[config.mk]
export PLATFORM = sky130hd
export DESIGN_NAME = bep_frame_controller
export DESIGN_NICKNAME = d
export VERILOG_FILES = /design/src/rtl/bep_pkg.sv /design/src/rtl/bep_byte_fifo.sv /design/src/rtl/bep_frame_controller.sv
export SDC_FILE = /design/constraint.sdc
export NUM_CORES = 1
export LEC_CHECK = 0
export BUFFER_PORTS_ARGS = -buffer_cell sky130_fd_sc_hd__buf_4
export CORE_MARGIN = 3
export CORE_UTILIZATION = 54
export DETAILED_ROUTE_END_ITERATION = 8
export PLACE_DENSITY_LB_ADDON = 0.05
export SYNTH_ARGS = -nofsm -noshare
export SYNTH_HDL_FRONTEND = slang
export SYNTH_SLANG_ARGS = --single-unit
[constraint.sdc]
create_clock -name clock -period 3.4 [get_ports clock]
set_input_delay 0 -clock clock [delete_from_list [all_inputs] [get_ports clock]]
set_output_delay 0 -clock clock [all_outputs]
set_load 0.05 [all_outputs]
[src/rtl/bep_pkg.sv]
// ---------------------------------------------------------------------------
// bep_pkg
// Shared definitions for the frame controller that sits behind the Manchester
// bit decoder: FSM state encoding, err_code values, the default sync pattern
// and the modulo-256 checksum helper.
// ---------------------------------------------------------------------------
package bep_pkg;

    typedef enum logic [2:0] {
        ST_IDLE    = 3'd0,
        ST_SYNC    = 3'd1,
        ST_LEN     = 3'd2,
        ST_PAYLOAD = 3'd3,
        ST_CSUM    = 3'd4,
        ST_DONE    = 3'd5,
        ST_ERR     = 3'd6
    } state_t;

    localparam logic [2:0] ERR_NONE      = 3'd0;
    localparam logic [2:0] ERR_SYNC_FAIL = 3'd1;
    localparam logic [2:0] ERR_TIMEOUT   = 3'd2;
    localparam logic [2:0] ERR_CHECKSUM  = 3'd3;
    localparam logic [2:0] ERR_OVERFLOW  = 3'd4;
    localparam logic [2:0] ERR_ABORT     = 3'd5;

    localparam logic [7:0] SYNC_BYTE_DEFAULT = 8'hA5;

    // Running checksum step; the carry is discarded so the sum stays mod 256.
    function automatic logic [7:0] sum8(input logic [7:0] acc, input logic [7:0] val);
        logic [7:0] res;
        res = acc + val;
        return res;
    endfunction

endpackage

[src/rtl/bep_byte_fifo.sv]
// ---------------------------------------------------------------------------
// bep_byte_fifo
// Small synchronous FIFO for payload bytes. Each entry is {last, data}.
// Pointers carry an extra wrap bit so full and empty are distinguishable;
// both flags are registered. A push while full is dropped unless a pop
// happens in the same cycle; a pop while empty is ignored.
// Ports:
//   clock, reset_n  clock / asynchronous active-low reset
//   push, push_data write request and entry
//   pop             read request (consumer handshake)
//   head            entry at the head of the queue
//   empty, full     registered occupancy flags
//   overflow        a push is being dropped this cycle
// ---------------------------------------------------------------------------
module bep_byte_fifo #(
    parameter int WIDTH = 9,
    parameter int DEPTH = 4
) (
    input  logic             clock,
    input  logic             reset_n,
    input  logic             push,
    input  logic [WIDTH-1:0] push_data,
    input  logic             pop,
    output logic [WIDTH-1:0] head,
    output logic             empty,
    output logic             full,
    output logic             overflow
);

    localparam int PTR_W = $clog2(DEPTH);
    localparam logic [PTR_W:0] PTR_ONE = {{PTR_W{1'b0}}, 1'b1};

    logic [WIDTH-1:0] mem_r [DEPTH];
    logic [PTR_W:0]   wr_ptr_r;
    logic [PTR_W:0]   rd_ptr_r;
    logic [PTR_W:0]   wr_ptr_next_s;
    logic [PTR_W:0]   rd_ptr_next_s;
    logic             empty_r;
    logic             full_r;
    logic             do_push_s;
    logic             do_pop_s;

    // Handshake qualification and next-pointer computation.
    always_comb begin
        do_pop_s      = pop && !empty_r;
        do_push_s     = push && (!full_r || do_pop_s);
        wr_ptr_next_s = wr_ptr_r;
        rd_ptr_next_s = rd_ptr_r;
        if (do_push_s) begin
            wr_ptr_next_s = wr_ptr_r + PTR_ONE;
        end else begin
            wr_ptr_next_s = wr_ptr_r;
        end
        if (do_pop_s) begin
            rd_ptr_next_s = rd_ptr_r + PTR_ONE;
        end else begin
            rd_ptr_next_s = rd_ptr_r;
        end
    end

    // Pointer and flag registers; flags are derived from the next pointers.
    always_ff @(posedge clock or negedge reset_n) begin
        if (!reset_n) begin
            wr_ptr_r <= '0;
            rd_ptr_r <= '0;
            empty_r  <= 1'b1;
            full_r   <= 1'b0;
        end else begin
            wr_ptr_r <= wr_ptr_next_s;
            rd_ptr_r <= rd_ptr_next_s;
            empty_r  <= (wr_ptr_next_s == rd_ptr_next_s);
            full_r   <= (wr_ptr_next_s[PTR_W] != rd_ptr_next_s[PTR_W]) &&
                        (wr_ptr_next_s[PTR_W-1:0] == rd_ptr_next_s[PTR_W-1:0]);
        end
    end

    // Storage; cleared on reset so the head reads zero while empty after reset.
    always_ff @(posedge clock or negedge reset_n) begin
        if (!reset_n) begin
            for (int i = 0; i < DEPTH; i++) begin
                mem_r[i] <= '0;
            end
        end else if (do_push_s) begin
            mem_r[wr_ptr_r[PTR_W-1:0]] <= push_data;
        end
    end

    assign head     = mem_r[rd_ptr_r[PTR_W-1:0]];
    assign empty    = empty_r;
    assign full     = full_r;
    assign overflow = push && full_r && !do_pop_s;

endmodule

[src/rtl/bep_frame_controller.sv]
// ---------------------------------------------------------------------------
// bep_frame_controller
// Frame sequencer behind the Manchester bit decoder. Hunts the sync byte,
// then reads length, payload and checksum (MSB-first bytes). Payload bytes
// stream out through a small FIFO; each frame ends with a one-cycle
// frame_ok or frame_err pulse plus a decoder_rearm pulse.
// Ports:
//   clock, reset_n   clock / asynchronous active-low reset
//   frame_start      transmission-begin pulse from the decoder
//   bit_strobe       one decoded bit valid; bit_data holds its value
//   byte_data        payload byte at FIFO head
//   byte_valid       FIFO not empty
//   byte_last        head byte is the final payload byte of its frame
//   byte_ready       consumer accepts the head byte
//   frame_ok         frame completed with good checksum (1 cycle)
//   frame_err        frame failed (1 cycle); reason in err_code
//   err_code         failure reason, held until the next frame_start
//   decoder_rearm    decoder reset pulse after every frame end or error
//   busy             sequencer not idle
// ---------------------------------------------------------------------------
module bep_frame_controller
    import bep_pkg::*;
#(
    parameter logic [7:0] SYNC_BYTE     = SYNC_BYTE_DEFAULT,
    parameter int         SYNC_MAX_BITS = 32,
    parameter int         BIT_TIMEOUT   = 64,
    parameter int         FIFO_DEPTH    = 4
) (
    input  logic       clock,
    input  logic       reset_n,
    input  logic       frame_start,
    input  logic       bit_strobe,
    input  logic       bit_data,
    output logic [7:0] byte_data,
    output logic       byte_valid,
    output logic       byte_last,
    input  logic       byte_ready,
    output logic       frame_ok,
    output logic       frame_err,
    output logic [2:0] err_code,
    output logic       decoder_rearm,
    output logic       busy
);

    localparam int TO_W = $clog2(BIT_TIMEOUT + 1);
    localparam int SC_W = $clog2(SYNC_MAX_BITS + 1);
    localparam logic [TO_W-1:0] TO_LAST = TO_W'(BIT_TIMEOUT - 1);
    localparam logic [SC_W-1:0] SC_LAST = SC_W'(SYNC_MAX_BITS - 1);
    localparam logic [TO_W-1:0] TO_ONE  = {{(TO_W-1){1'b0}}, 1'b1};
    localparam logic [SC_W-1:0] SC_ONE  = {{(SC_W-1){1'b0}}, 1'b1};

    state_t          state_r;
    state_t          next_state_s;
    logic [2:0]      next_err_s;
    logic [7:0]      shift_r;
    logic [7:0]      shift_next_s;
    logic [2:0]      bit_cnt_r;
    logic [SC_W-1:0] sync_cnt_r;
    logic [TO_W-1:0] to_cnt_r;
    logic [7:0]      rem_r;
    logic [7:0]      sum_r;
    logic [2:0]      err_code_r;
    logic            frame_ok_r;
    logic            frame_err_r;
    logic            rearm_r;
    logic            busy_r;
    logic            push_r;
    logic [8:0]      push_data_r;
    logic            byte_done_s;
    logic            active_s;
    logic            fifo_overflow_s;
    logic            fifo_empty_s;
    logic            fifo_full_s;
    logic            fifo_pop_s;
    logic [8:0]      fifo_head_s;

    // Bit-level helpers shared by the FSM and the datapath.
    always_comb begin
        shift_next_s = {shift_r[6:0], bit_data};
        byte_done_s  = bit_strobe && (bit_cnt_r == 3'd7);
        active_s     = (state_r == ST_SYNC) || (state_r == ST_LEN) ||
                       (state_r == ST_PAYLOAD) || (state_r == ST_CSUM);
        fifo_pop_s   = byte_ready;
    end

    // Next-state logic; error sources are applied last in rising priority.
    always_comb begin
        next_state_s = state_r;
        next_err_s   = ERR_NONE;
        case (state_r)
            ST_IDLE: begin
                if (frame_start) begin
                    next_state_s = ST_SYNC;
                end else begin
                    next_state_s = ST_IDLE;
                end
            end
            ST_SYNC: begin
                if (bit_strobe && (shift_next_s == SYNC_BYTE)) begin
                    next_state_s = ST_LEN;
                end else if (bit_strobe && (sync_cnt_r == SC_LAST)) begin
                    next_state_s = ST_ERR;
                    next_err_s   = ERR_SYNC_FAIL;
                end else begin
                    next_state_s = ST_SYNC;
                end
            end
            ST_LEN: begin
                if (byte_done_s) begin
                    next_state_s = (shift_next_s == 8'd0) ? ST_CSUM : ST_PAYLOAD;
                end else begin
                    next_state_s = ST_LEN;
                end
            end
            ST_PAYLOAD: begin
                if (byte_done_s && (rem_r == 8'd1)) begin
                    next_state_s = ST_CSUM;
                end else begin
                    next_state_s = ST_PAYLOAD;
                end
            end
            ST_CSUM: begin
                if (byte_done_s && (sum8(sum_r, shift_next_s) == 8'd0)) begin
                    next_state_s = ST_DONE;
                end else if (byte_done_s) begin
                    next_state_s = ST_ERR;
                    next_err_s   = ERR_CHECKSUM;
                end else begin
                    next_state_s = ST_CSUM;
                end
            end
            ST_DONE: next_state_s = ST_IDLE;
            ST_ERR:  next_state_s = ST_IDLE;
            default: next_state_s = ST_IDLE;
        endcase

        if (active_s && !bit_strobe && (to_cnt_r == TO_LAST)) begin
            next_state_s = ST_ERR;
            next_err_s   = ERR_TIMEOUT;
        end else begin
            next_state_s = next_state_s;
        end

        // A push is issued the cycle after a byte completes, so a drop is
        // seen while still in PAYLOAD or just after moving to CSUM.
        if (fifo_overflow_s && ((state_r == ST_PAYLOAD) || (state_r == ST_CSUM))) begin
            next_state_s = ST_ERR;
            next_err_s   = ERR_OVERFLOW;
        end else begin
            next_state_s = next_state_s;
        end

        if (active_s && frame_start) begin
            next_state_s = ST_ERR;
            next_err_s   = ERR_ABORT;
        end else begin
            next_state_s = next_state_s;
        end
    end

    // State register and registered frame-level outputs.
    always_ff @(posedge clock or negedge reset_n) begin
        if (!reset_n) begin
            state_r     <= ST_IDLE;
            err_code_r  <= ERR_NONE;
            frame_ok_r  <= 1'b0;
            frame_err_r <= 1'b0;
            rearm_r     <= 1'b0;
            busy_r      <= 1'b0;
        end else begin
            state_r     <= next_state_s;
            frame_ok_r  <= (next_state_s == ST_DONE);
            frame_err_r <= (next_state_s == ST_ERR);
            rearm_r     <= (next_state_s == ST_DONE) || (next_state_s == ST_ERR);
            busy_r      <= (next_state_s != ST_IDLE);
            if ((state_r == ST_IDLE) && frame_start) begin
                err_code_r <= ERR_NONE;
            end else if ((next_state_s == ST_ERR) && (state_r != ST_ERR)) begin
                err_code_r <= next_err_s;
            end else begin
                err_code_r <= err_code_r;
            end
        end
    end

    // Bit shifter, bit/sync counters and inter-strobe timeout counter.
    always_ff @(posedge clock or negedge reset_n) begin
        if (!reset_n) begin
            shift_r    <= 8'd0;
            bit_cnt_r  <= 3'd0;
            sync_cnt_r <= '0;
            to_cnt_r   <= '0;
        end else begin
            if ((state_r == ST_IDLE) && frame_start) begin
                shift_r    <= 8'd0;
                bit_cnt_r  <= 3'd0;
                sync_cnt_r <= '0;
            end else if (active_s && bit_strobe) begin
                shift_r <= shift_next_s;
                // The bit counter only runs once byte alignment is known.
                bit_cnt_r  <= (state_r == ST_SYNC) ? 3'd0 : bit_cnt_r + 3'd1;
                sync_cnt_r <= (state_r == ST_SYNC) ? sync_cnt_r + SC_ONE : sync_cnt_r;
            end else begin
                shift_r    <= shift_r;
                bit_cnt_r  <= bit_cnt_r;
                sync_cnt_r <= sync_cnt_r;
            end
            if (!active_s || bit_strobe || (next_state_s != state_r)) begin
                to_cnt_r <= '0;
            end else begin
                to_cnt_r <= to_cnt_r + TO_ONE;
            end
        end
    end

    // Length, checksum accumulator and FIFO push staging.
    always_ff @(posedge clock or negedge reset_n) begin
        if (!reset_n) begin
            rem_r       <= 8'd0;
            sum_r       <= 8'd0;
            push_r      <= 1'b0;
            push_data_r <= 9'd0;
        end else begin
            push_r <= 1'b0;
            if ((state_r == ST_LEN) && byte_done_s) begin
                rem_r <= shift_next_s;
                sum_r <= 8'd0;
            end else if ((state_r == ST_PAYLOAD) && byte_done_s &&
                         ((next_state_s == ST_PAYLOAD) || (next_state_s == ST_CSUM))) begin
                rem_r       <= rem_r - 8'd1;
                sum_r       <= sum8(sum_r, shift_next_s);
                push_r      <= 1'b1;
                push_data_r <= {(rem_r == 8'd1), shift_next_s};
            end else begin
                rem_r <= rem_r;
                sum_r <= sum_r;
            end
        end
    end

    bep_byte_fifo #(
        .WIDTH (9),
        .DEPTH (FIFO_DEPTH)
    ) u_fifo (
        .clock     (clock),
        .reset_n   (reset_n),
        .push      (push_r),
        .push_data (push_data_r),
        .pop       (fifo_pop_s),
        .head      (fifo_head_s),
        .empty     (fifo_empty_s),
        .full      (fifo_full_s),
        .overflow  (fifo_overflow_s)
    );

    assign byte_data     = fifo_head_s[7:0];
    assign byte_last     = fifo_head_s[8];
    assign byte_valid    = !fifo_empty_s;
    assign frame_ok      = frame_ok_r;
    assign frame_err     = frame_err_r;
    assign err_code      = err_code_r;
    assign decoder_rearm = rearm_r;
    assign busy          = busy_r;

endmodule

==> summary.md, run 1 <==
| Metric | Value |
|---|---|
| Async SR Flop Fraction | 100% |
| Leakage | 2.72 nW |
| EDFF count, synth | 0 |
| Mapped Area | 0.00515 sq mm |
| CP Buf/Inv Count | 1 |
| Critical path fanouts, max | 20 |
| TritonRoute pass-1 iters | 4 |
| Placement Cell Area | 0.00548 sq mm |
| Worst-Skew Late Latency | 0.38 ns |
| HPWL after DPL | 7490 um |
| GP Congestion | 0.883 |
| Peak supply drop | 0.379 mV |
| Die width | 104 um |
| Vias in the first global route | 3,688 |
| First-pass GRT wire length | 17,900 um |
| Synthesis Warnings | 0 |
| Initial antenna violation count | 0 |
| Hold WS | -0.0100 ns |
| Layout area overhead | 11.4% |
| Largest net degree at the start of global routing | 42 |
| Crit path cell chain | or4_4 > or3_1 > a221o_1 > a22oi_2 > o211ai_4 > buf_4 > o41ai_2 > a21o_1 |
| GRT Util Overall | 20.5% |
| Post-DR wirelength/cell | 16.6 um |
| Hold WC Path Type | primary input to register |
| Area of the multi-input gates | 0.00243 sq mm |
| Met1 Resource Use GR | 27.6% |
| FF-to-FF setup slack | 0.30 ns |
| CTS buffer count | 9 |
| Final hold vios | 1 |
| WP data required | 3.71 ns |
| RSZ-0062 raised after global routing | no |
| Flops & latches, synth | 103 |
| Failing checks | hold timing |
| Max transition margin | 61.2% |
| Pins Over Slew Limit | 0 |
| Cell area power density | 640 mW/mm^2 |
| GR Util met3 | 2.99% |
| Share of cells above drive strength 1 | 21.5% |
| Post-CTS Setup Bufs | 0 |
| Slew of the pin with the lowest slew margin | 0.579 ns |
| Sum Neg Setup Slack | 0 ns |
| WP data arrival | 3.41 ns |
| Status | finished, violations left |
| Overall Power | 3.67 mW |
| Antenna-violating nets left | 0 |
| GRT Max-Usage Layer | met2 |
| Setup CP Type | register to register |
| Max Clock Freq | 323 MHz |
| Cell row count | 34 |
| Clock power share | 22.8% |
| Flop pwr share | 42.9% |
| Combinational Power Share | 34.3% |
| Sequential-to-total area share from yosys stat | 50.1% |
| Switching power total | 1.43 mW |
| Die ar. | 0.0107 sq mm |
| Final core utilization | 63.9% |
| Worst reg2reg startpoint | shift_r[0] |
| R2R cell count | 8 |
| H-tree depth | 3 |
| Clock buffer depth | 2 |
| Hold worst-path end | push_data_r[0] |
| Clock sink total | 103 |
| Fillers | 728 |
| CP peak stage delay | 0.57 ns |
| Primary FF master, synth | dfrtp_1 |
| Cell family with most CP delay | compound AO/OA/AOI/OAI gates |
| Gr ovfl total | 0 |
| Top-Level Pins | 23 |
| GR Util met2 | 34.4% |
| Mean Syn Cell Area | 11.0 sq um |
| Max-cap violations | 0 |
| Worst r2r dst | rem_r[3] |
| CTS root buffer | clkbuf_8 |
| FF/Latch Area | 0.00258 sq mm |
| Starting DRT DRC Count | 189 |
| CTS tree | built |
| Fin area | 0.00573 sq mm |
| Worst-path clk slew | 0.12 ns |
| CP endpoint kind | register |
| Starting Density | 57.3% |
| Synth cell types | 58 |
| Vert. Die Dim | 104 um |
| Total number of vias | 3,597 |
| Post-synthesis net count | 493 |
| Worst hold path cell count | 3 |
| Final WL | 10,500 um |
| IO buf count | 22 |
| Via-per-instance ratio | 5.69 |
| Nets | 526 |
| Final Setup Violations | 0 |
| Final Cycle Share | 91.1% |
| Gate Count Post-Synth | 468 |
| Switching Fraction | 38.9% |
| Period minus WS final | 3.10 ns |
| Skew final | 0.0237 ns |
| Setup crit start kind | register |
| # diodes | 0 |
| DRC | 0 |
| Core Box Area | 0.00898 sq mm |
| Hold path start | bit_data |
| Critical path's slowest cell | or4_4 |
| Int Power | 2.24 mW |
-- area by class of cell --
class,count,share of cell area [%]
clock buffer,9,2.16
clock inverter,7,1.66
inverter,20,1.35
multi-input combinational,332,42.4
sequential,103,45.0
tap,126,2.75
timing repair buffer,35,4.72
-- registers in the layout, indices dropped and copies added, names as in the netlist, 3 cells and up --
register and count:
u_fifo.mem_r 36, push_data_r 9, rem_r 8, sum_r 8, shift_r 7, to_cnt_r 7
sync_cnt_r 6, bit_cnt_r 3, err_code 3, state_r 3, u_fifo.rd_ptr_r 3, u_fifo.wr_ptr_r 3
-- cell families (layout without fill, tap and decap cells) --
| kind of cell | after synthesis | count (layout) | synth area share (%) |
|---|---|---|---|
| fa+ha+maj | 19 | 19 | 4.77 |
| simple gates | 169 | 169 | 16.1 |
| compound gates | 77 | 77 | 10.6 |
| mux | 49 | 49 | 12.6 |
| buf+inv | 33 | 71 | 2.70 |
| flops | 103 | 103 | 50.1 |
| xor+xnor | 18 | 18 | 3.06 |
-- cell usage in the layout (no fill, tap or decap), types with 8 or more instances in the layout --
| master | Yosys | layout |
|---|---|---|
| a21oi_1 | 9 | 9 |
| buf_4 | 0 | 32 |
| clkbuf_8 | 0 | 9 |
| dfrtp_1 | 102 | 102 |
| ha_1 | 18 | 18 |
| inv_1 | 19 | 19 |
| mux2_2 | 37 | 37 |
| mux4_2 | 9 | 9 |
| nand2_1 | 55 | 55 |
| nand3_1 | 24 | 24 |
| nor2_1 | 35 | 35 |
| nor3_1 | 9 | 9 |
| o21ai_0 | 26 | 26 |
| xnor2_1 | 8 | 8 |
| xor2_1 | 10 | 10 |
-- worst min-delay path, delay by kind of cell --
family / cells / cell delay [ns]
AO/OA/AOI/OAI: 1 / 0.16
buffers and inverters: 2 / 0.18
-- synthesized netlist by cell type, types with 2 or more instances --
cell type,instances,area (sq um)
o22ai_1,2,12.5
o21ai_0,26,130
dfrtp_1,102,2550
o311ai_1,3,26.3
or3b_2,2,17.5
xor2_1,10,87.6
and4_1,2,17.5
nor3b_1,7,52.6
nand3_1,24,120
or4_1,2,15.0
o221ai_1,2,17.5
mux2i_1,3,30.0
a21oi_1,9,45.0
nor2b_1,3,18.8
mux2_2,37,417
o31ai_1,3,22.5
buf_2,4,20.0
a221o_1,4,40.0
or3_1,5,31.3
o21ba_2,2,20.0
or4_4,2,22.5
or2_2,3,18.8
and2_1,7,43.8
xnor2_1,8,70.1
a211oi_1,3,22.5
nand2_1,55,206
nor4b_1,2,17.5
inv_1,19,71.3
and3_1,2,12.5
nor3_1,9,45.0
nor4_1,4,25.0
o211ai_1,4,30.0
clkbuf_1,8,30.0
ha_1,18,225
nand2b_1,2,12.5
o21a_1,3,22.5
mux4_2,9,203
nor2_1,35,131
a21o_1,4,30.0
-- worst max-delay path by stage --
stage	start	end	slack, ns	cells after the start
after CTS	shift_r[0]	rem_r[3]	0.32	8
final	shift_r[0]	rem_r[3]	0.30	8
after floorplan	shift_r[0]	rem_r[5]	0.60	8
after global placement	shift_r[0]	rem_r[5]	0.40	7
after global routing	state_r[2]	rem_r[7]	0.13	8
after detailed placement	shift_r[0]	rem_r[7]	0.33	8
-- power by group through the flow --
stage	clock [mW]	combinational (mW)	sequential, mW
after floorplan	0	0.866	1.61
final	0.838	1.26	1.57
after CTS	0.856	1.27	1.57
after global routing	0.903	1.41	1.60
after global placement	0	1.25	1.58
after detailed placement	0	1.26	1.59
-- stage by stage --
step / std cells / worst slack (ns)
5_1_grt: 632 / 0.128
6_report: 632 / 0.304
4_1_cts: 632 / 0.319
3_3_place_gp: 613 / 0.397
3_5_place_dp: 613 / 0.330
2_1_floorplan: 468 / 0.600
-- layer usage --
layer / share of wire, % / wire length, um
met4: 1.2 / 126
met1: 47 / 4930
met3: 2.7 / 287
met2: 49 / 5120
met5: 0 / 0
-- repair_timing --
| item | in CTS | in global routing |
|---|---|---|
| endpoints found under the hold margin | 41 | 0 |
| resized for setup | 0 | 0 |
| hold buffers | 3 | 0 |
No activity file was read; power rests on OpenSTA's default activity.
==> run 2, diff against run 1 <==
CORE_MARGIN = 2   (was 3)
==> summary.md, run 2 (synthesis gave the netlist of run 1 again) <==
| Metric | Value |
|---|---|
| Worst hold path cell count | 4 (+1) |
| HPWL after DPL | 7510 um (+0.31%) |
| Critical path's slowest cell | or3b_2 |
| Combinational Power Share | 35.8% (+1.5 points) |
| Final Setup Violations | 0 (unchanged) |
| Period minus WS final | 3.11 ns (+0.0146 ns) |
| WP data arrival | 3.38 ns (-0.03 ns) |
| Max Clock Freq | 321 MHz (-0.47%) |
| Peak supply drop | 0.349 mV (-7.9%) |
| Skew final | 0.0113 ns (-0.0124 ns) |
| Share of cells above drive strength 1 | 21.5% (-0.042 points) |
| Clock power share | 20.6% (-2.2 points) |
| Crit path cell chain | or3b_2 > nor3_1 > a221o_1 > a22oi_2 > o211ai_4 > inv_4 > mux2i_1 > a221o_1 |
| Clock buffer depth | 2 (unchanged) |
| Core Box Area | 0.00924 sq mm (+2.9%) |
| Worst-Skew Late Latency | 0.37 ns (about the same) |
| Largest Register | u_fifo.mem_r |
| Final worst slack | 0.290 ns (-0.0146 ns) |
| GRT Util Overall | 22.7% (+2.2 points) |
| Cells after DPL | 617 (+0.65%) |
| DRC | 0 (unchanged) |
| RSZ-0062 raised after global routing | no |
| Worst r2r dst | rem_r[7] |
| Cell row count | 35 (+2.9%) |
| Final core utilization | 61.8% (-2.1 points) |
| Slew of the pin with the lowest slew margin | 0.594 ns (+0.0143 ns) |
| Gr ovfl total | 0 (unchanged) |
| CP peak stage delay | 0.59 ns (+0.02 ns) |
| Die width | 102 um (-1.9%) |
| Vert. Die Dim | 102 um (-1.9%) |
| R2R cell count | 8 (unchanged) |
| Via-per-instance ratio | 5.72 (+0.50%) |
| Hold WC Path Type | primary input to register |
| Most frequent CP cell | a221o_1 |
| Die ar. | 0.0103 sq mm (-3.8%) |
| Setup WS pre-CTS | 0.336 ns (+0.00612 ns) |
| Hold_buf cts | 3 (unchanged) |
| Final Cycle Share | 91.5% (+0.43 points) |
| Final hold vios | 0 (-1) |
| IO buf count | 22 (unchanged) |
| FF-to-FF setup slack | 0.29 ns (about the same) |
| CTS buffer count | 9 (unchanged) |
| CP Buf/Inv Count | 1 (unchanged) |
| Top-Level Pins | 23 (unchanged) |
| Starting DRT DRC Count | 109 (-42%) |
| Hold worst-path end | sum_r[0] |
| GP Congestion | 0.930 (+5.4%) |
| Status | finished clean |
| Critical path fanouts, max | 20 (unchanged) |
| Largest registers | u_fifo.mem_r (36), push_data_r (9) |
| Cell family with most CP delay | compound AO/OA/AOI/OAI gates |
| Sum Neg Setup Slack | 0 ns (unchanged) |
| Worst-path clk slew | 0.10 ns (-0.02 ns) |
| Setup CP Type | register to register |
| Non-Filler Instances | 636 (+0.63%) |
| CTS root buffer | clkbuf_8 |
| Total number of vias | 3,638 (+1.1%) |
| First-pass GRT wire length | 18,100 um (+1.4%) |
| Nets | 527 (+0.19%) |
| Cell area power density | 629 mW/mm^2 (-1.8%) |
| Max transition margin | 60.2% (-0.96 points) |
| Int Power | 2.16 mW (-3.5%) |
| Max-cap violations | 0 (unchanged) |
| CTS tree | built |
| Pins Over Slew Limit | 0 (unchanged) |
| Largest net degree at the start of global routing | 47 (+12%) |
| H-tree depth | 3 (unchanged) |
| Leakage | 2.71 nW (-0.57%) |
| Post-CTS Setup Bufs | 0 (unchanged) |
| Final WL | 10,700 um (+2.3%) |
| Critical path depth in cells | 8 (unchanged) |
| Most common cell after layout, fill and taps aside | dfrtp_1 |
| Max reg flops | 36 (unchanged) |
| Switching Fraction | 39.7% (+0.79 points) |
| Switching power total | 1.43 mW (-0.21%) |
| Vias in the first global route | 3,610 (-2.1%) |
| Setup crit start kind | register |
| Layout area overhead | 10.9% |
| # diodes | 0 (unchanged) |
| WP data required | 3.67 ns (-0.04 ns) |
| Post-DR wirelength/cell | 16.8 um (+1.7%) |
| Post-CTS sizing | 0 (unchanged) |
| Antenna-violating nets left | 0 (unchanged) |
| Clock sink total | 103 (unchanged) |
| Worst reg2reg startpoint | state_r[2] |
| Hold path start | bit_data |
| Initial antenna violation count | 0 (unchanged) |
| Flop pwr share | 43.6% (+0.7 points) |
| CP endpoint kind | register |
| TritonRoute pass-1 iters | 4 (unchanged) |
| Most frequent cells in the layout | 102 x dfrtp_1, 55 x nand2_1, 37 x mux2_2 |
| Hold WS | 0.0219 ns (+0.0319 ns) |
| Starting Density | 55.7% (-1.6 points) |
## run 2: cell count changes in the layout (fill, tap and decap cells not counted)
cell / before / now
clkinv_8: 1 / 0
clkinvlp_4: 0 / 1
clkinv_4: 0 / 3
inv_6: 3 / 0
clkbuf_1: 0 / 1
bufinv_16: 1 / 0
buf_4: 32 / 33
## run 2: layout make-up
type / instances / area (sq um)
clock buffers: 10 / 128
clock inverters: 6 / 56.3
fillers: 767 / 3530
inverters: 20 / 77.6
multi-input cells: 332 / 2430
flip-flops and latches: 103 / 2580
well taps: 129 / 161
repair buffers: 36 / 278
## run 2: worst register-to-register path: stages (launching register included)
cell and delay (ns):
dfrtp_1 0.50, or3b_2 0.59, nor3_1 0.41, a221o_1 0.27
a22oi_2 0.11, o211ai_4 0.54, inv_4 0.15, mux2i_1 0.15
a221o_1 0.29
## run 2: through the flow
step | power (mW) | cell area, sq um
floorplan | 2.48 | 5150
finish | 3.59 | 5710
global placement | 2.84 | 5490
CTS | 3.61 | 5710
global route | 3.83 | 5710
detailed placement | 2.86 | 5490
## run 2: routing by layer
| layer | vias up | track usage [%] | wire (um) | share of wire, % |
|---|---|---|---|---|
| li1 | 1749 | - | - | - |
| met1 | 1800 | 31.3 | 5030 | 47 |
| met2 | 78 | 37.4 | 5150 | 48 |
| met3 | 11 | 2.97 | 395 | 3.7 |
| met4 | 0 | 7.28 | 124 | 1.2 |
| met5 | - | 0 | 0 | 0 |
## run 2: worst max-delay path by stage
stage | startpoint | endpoint
final | state_r[2] | rem_r[7]
after global routing | state_r[2] | rem_r[7]
after CTS | state_r[2] | rem_r[7]
after detailed placement | shift_r[0] | rem_r[5]
after global placement | shift_r[0] | rem_r[5]
after floorplan | shift_r[0] | rem_r[5]
## run 2: power groups by stage
stage / clock (mW) / sequential [mW] / combinational, mW
6_report: 0.740 / 1.57 / 1.28
5_1_grt: 0.809 / 1.59 / 1.43
4_1_cts: 0.758 / 1.56 / 1.29
3_5_place_dp: 0 / 1.59 / 1.28
3_3_place_gp: 0 / 1.58 / 1.26
2_1_floorplan: 0 / 1.61 / 0.866
==> run 3, diff against run 2 <==
CORE_UTILIZATION = 61   (was 54)
==> summary.md, run 3 (synthesis gave the netlist of run 1 again) <==
| Metric | Value |
|---|---|
| Max-cap violations | 0 (unchanged) |
| Most common cell after layout, fill and taps aside | dfrtp_1 |
| Overall Power | 3.59 mW (about the same) |
| Worst-path clk slew | 0.10 ns (about the same) |
| Setup crit start kind | register |
| Hold WS | 0.0237 ns (+0.00175 ns) |
| Largest Register | u_fifo.mem_r |
| Final hold vios | 0 (unchanged) |
| Cell row count | 33 (-5.7%) |
| Initial antenna violation count | 0 (unchanged) |
| WP data required | 3.66 ns (about the same) |
| Layout area overhead | 10.3% |
| Peak supply drop | 0.457 mV (+31%) |
| Starting DRT DRC Count | 156 (+43%) |
| Final Setup Violations | 0 (unchanged) |
| Final Cycle Share | 93.9% (+2.5 points) |
| Top-Level Pins | 23 (unchanged) |
| WL met1 | 4780 um (-5.0%) |
| TritonRoute pass-1 iters | 5 (+1) |
| Die width | 95.9 um (-5.7%) |
| Via-per-instance ratio | 5.88 (+2.7%) |
| Nets | 526 (-0.19%) |
| CP endpoint kind | register |
| Final WL | 10,300 um (-3.7%) |
| CTS root buffer | clkbuf_8 |
| Post-DR wirelength/cell | 16.9 um (+0.19%) |
| Most frequent cells in the layout | 102 x dfrtp_1, 55 x nand2_1, 37 x mux2_2 |
| CTS buffer count | 9 (unchanged) |
| GP Congestion | 0.942 (+1.3%) |
| Slew of the pin with the lowest slew margin | 1.14 ns (+0.549 ns) |
| Max Clock Freq | 313 MHz (-2.6%) |
| First-pass GRT wire length | 17,300 um (-4.3%) |
| Antenna-violating nets left | 0 (unchanged) |
| Gr ovfl total | 0 (unchanged) |
| Critical path fanouts, max | 26 (+30%) |
| Cell area power density | 632 mW/mm^2 (+0.55%) |
| Period minus WS final | 3.19 ns (+0.0833 ns) |
| Max transition margin | 22.8% (-37 points) |
| Largest net degree at the start of global routing | 46 (-2.1%) |
| GRT Util Overall | 24.9% (+2.2 points) |
| Die ar. | 0.00919 sq mm (-11%) |
| Max reg flops | 36 (unchanged) |
| Sum Neg Setup Slack | 0 ns (unchanged) |
| Top Metal Used | met4 |
| Starting Density | 62.6% (+6.9 points) |
| Status | finished clean |
| H-tree depth | 3 (unchanged) |
| DRC | 0 (unchanged) |
| Core Box Area | 0.00822 sq mm (-11%) |
| IO buf count | 22 (unchanged) |
| Setup CP Type | register to register |
| # diodes | 0 (unchanged) |
| HPWL after DPL | 7390 um (-1.6%) |
| Skew final | 0.0117 ns (+0.000433 ns) |
| Wire length on met2 | 4990 um (-3.1%) |
| Post-CTS sizing | 0 (unchanged) |
| Worst-Skew Late Latency | 0.37 ns (about the same) |
| RSZ-0062 raised after global routing | no |
| Pins Over Slew Limit | 0 (unchanged) |
| Total number of vias | 3,591 (-1.3%) |
| DR WL met3 | 366 um (-7.3%) |
| Clock buffer depth | 2 (unchanged) |
| Share of cells above drive strength 1 | 21.5% (+0.042 points) |
| Vert. Die Dim | 95.9 um (-5.7%) |
| Vias in the first global route | 3,548 (-1.7%) |
| Leakage | 2.71 nW (+0.14%) |
| CTS tree | built |
| Hold WC Path Type | primary input to register |
| Clock sink total | 103 (unchanged) |
| Largest registers | u_fifo.mem_r (36), push_data_r (9) |
| WP data arrival | 3.45 ns (+0.07 ns) |
[run 3: cell count changes in the layout (fill, tap and decap cells not counted), sizes merged]
cell,before,now
buf,33,32
clkinv,3,2
clkinvlp,1,0
inv,22,24
[run 3: area by class of cell]
type	count	area, sq um
inverters	20	77.6
well taps	105	131
clock inverters	6	51.3
fillers	613	2540
flip-flops and latches	103	2580
multi-input cells	332	2430
clock buffers	10	138
repair buffers	35	270
[run 3: per-stage QoR]
stage               instances  cell area [sq um]  worst slack, ns  utilization, %
finish                    611               5680            0.206            69.1
global route              611               5680         0.000845            69.1
CTS                       611               5680            0.232            69.1
detailed placement        592               5460            0.268            66.4
global placement          592               5460            0.353            66.4
floorplan                 468               5150            0.600               -
[run 3: repair_timing]
item	CTS	global route
hold buffers	3	0
endpoints found under the hold margin	60	0
buffers inserted	0	0
[run 3: metal layers]
layer	GRT usage (%)	vias to the layer above
li1	-	1746
met1	34.6	1759
met2	39.9	71
met3	4.78	15
met4	7.62	0
met5	0	-
[run 3: power breakdown]
part	internal [mW]	switching [mW]
combinational	0.499	0.774
clock	0.300	0.454
sequential	1.38	0.183
total	2.18	1.41
[run 3: final timing paths]
kind,start,to,slack [ns],cells after the start
min in group asynchronous,reset_n,u_fifo.mem_r[23],0.06,2
max,state_r[2],rem_r[7],0.21,8
max reg2reg,state_r[2],rem_r[7],0.21,8
min,bit_data,rem_r[0],0.02,3
max in group asynchronous,reset_n,frame_ok,2.47,3
min reg2reg,to_cnt_r[0],to_cnt_r[0],0.47,1
[run 3: worst max-delay path, stage by stage, from the launching register on]
cell	delay, ns
dfrtp_1	0.50
or3b_2	0.59
nor3_1	0.39
a221o_1	0.28
a22oi_2	0.12
o211ai_4	0.62
inv_4	0.15
mux2i_1	0.16
a221o_1	0.29
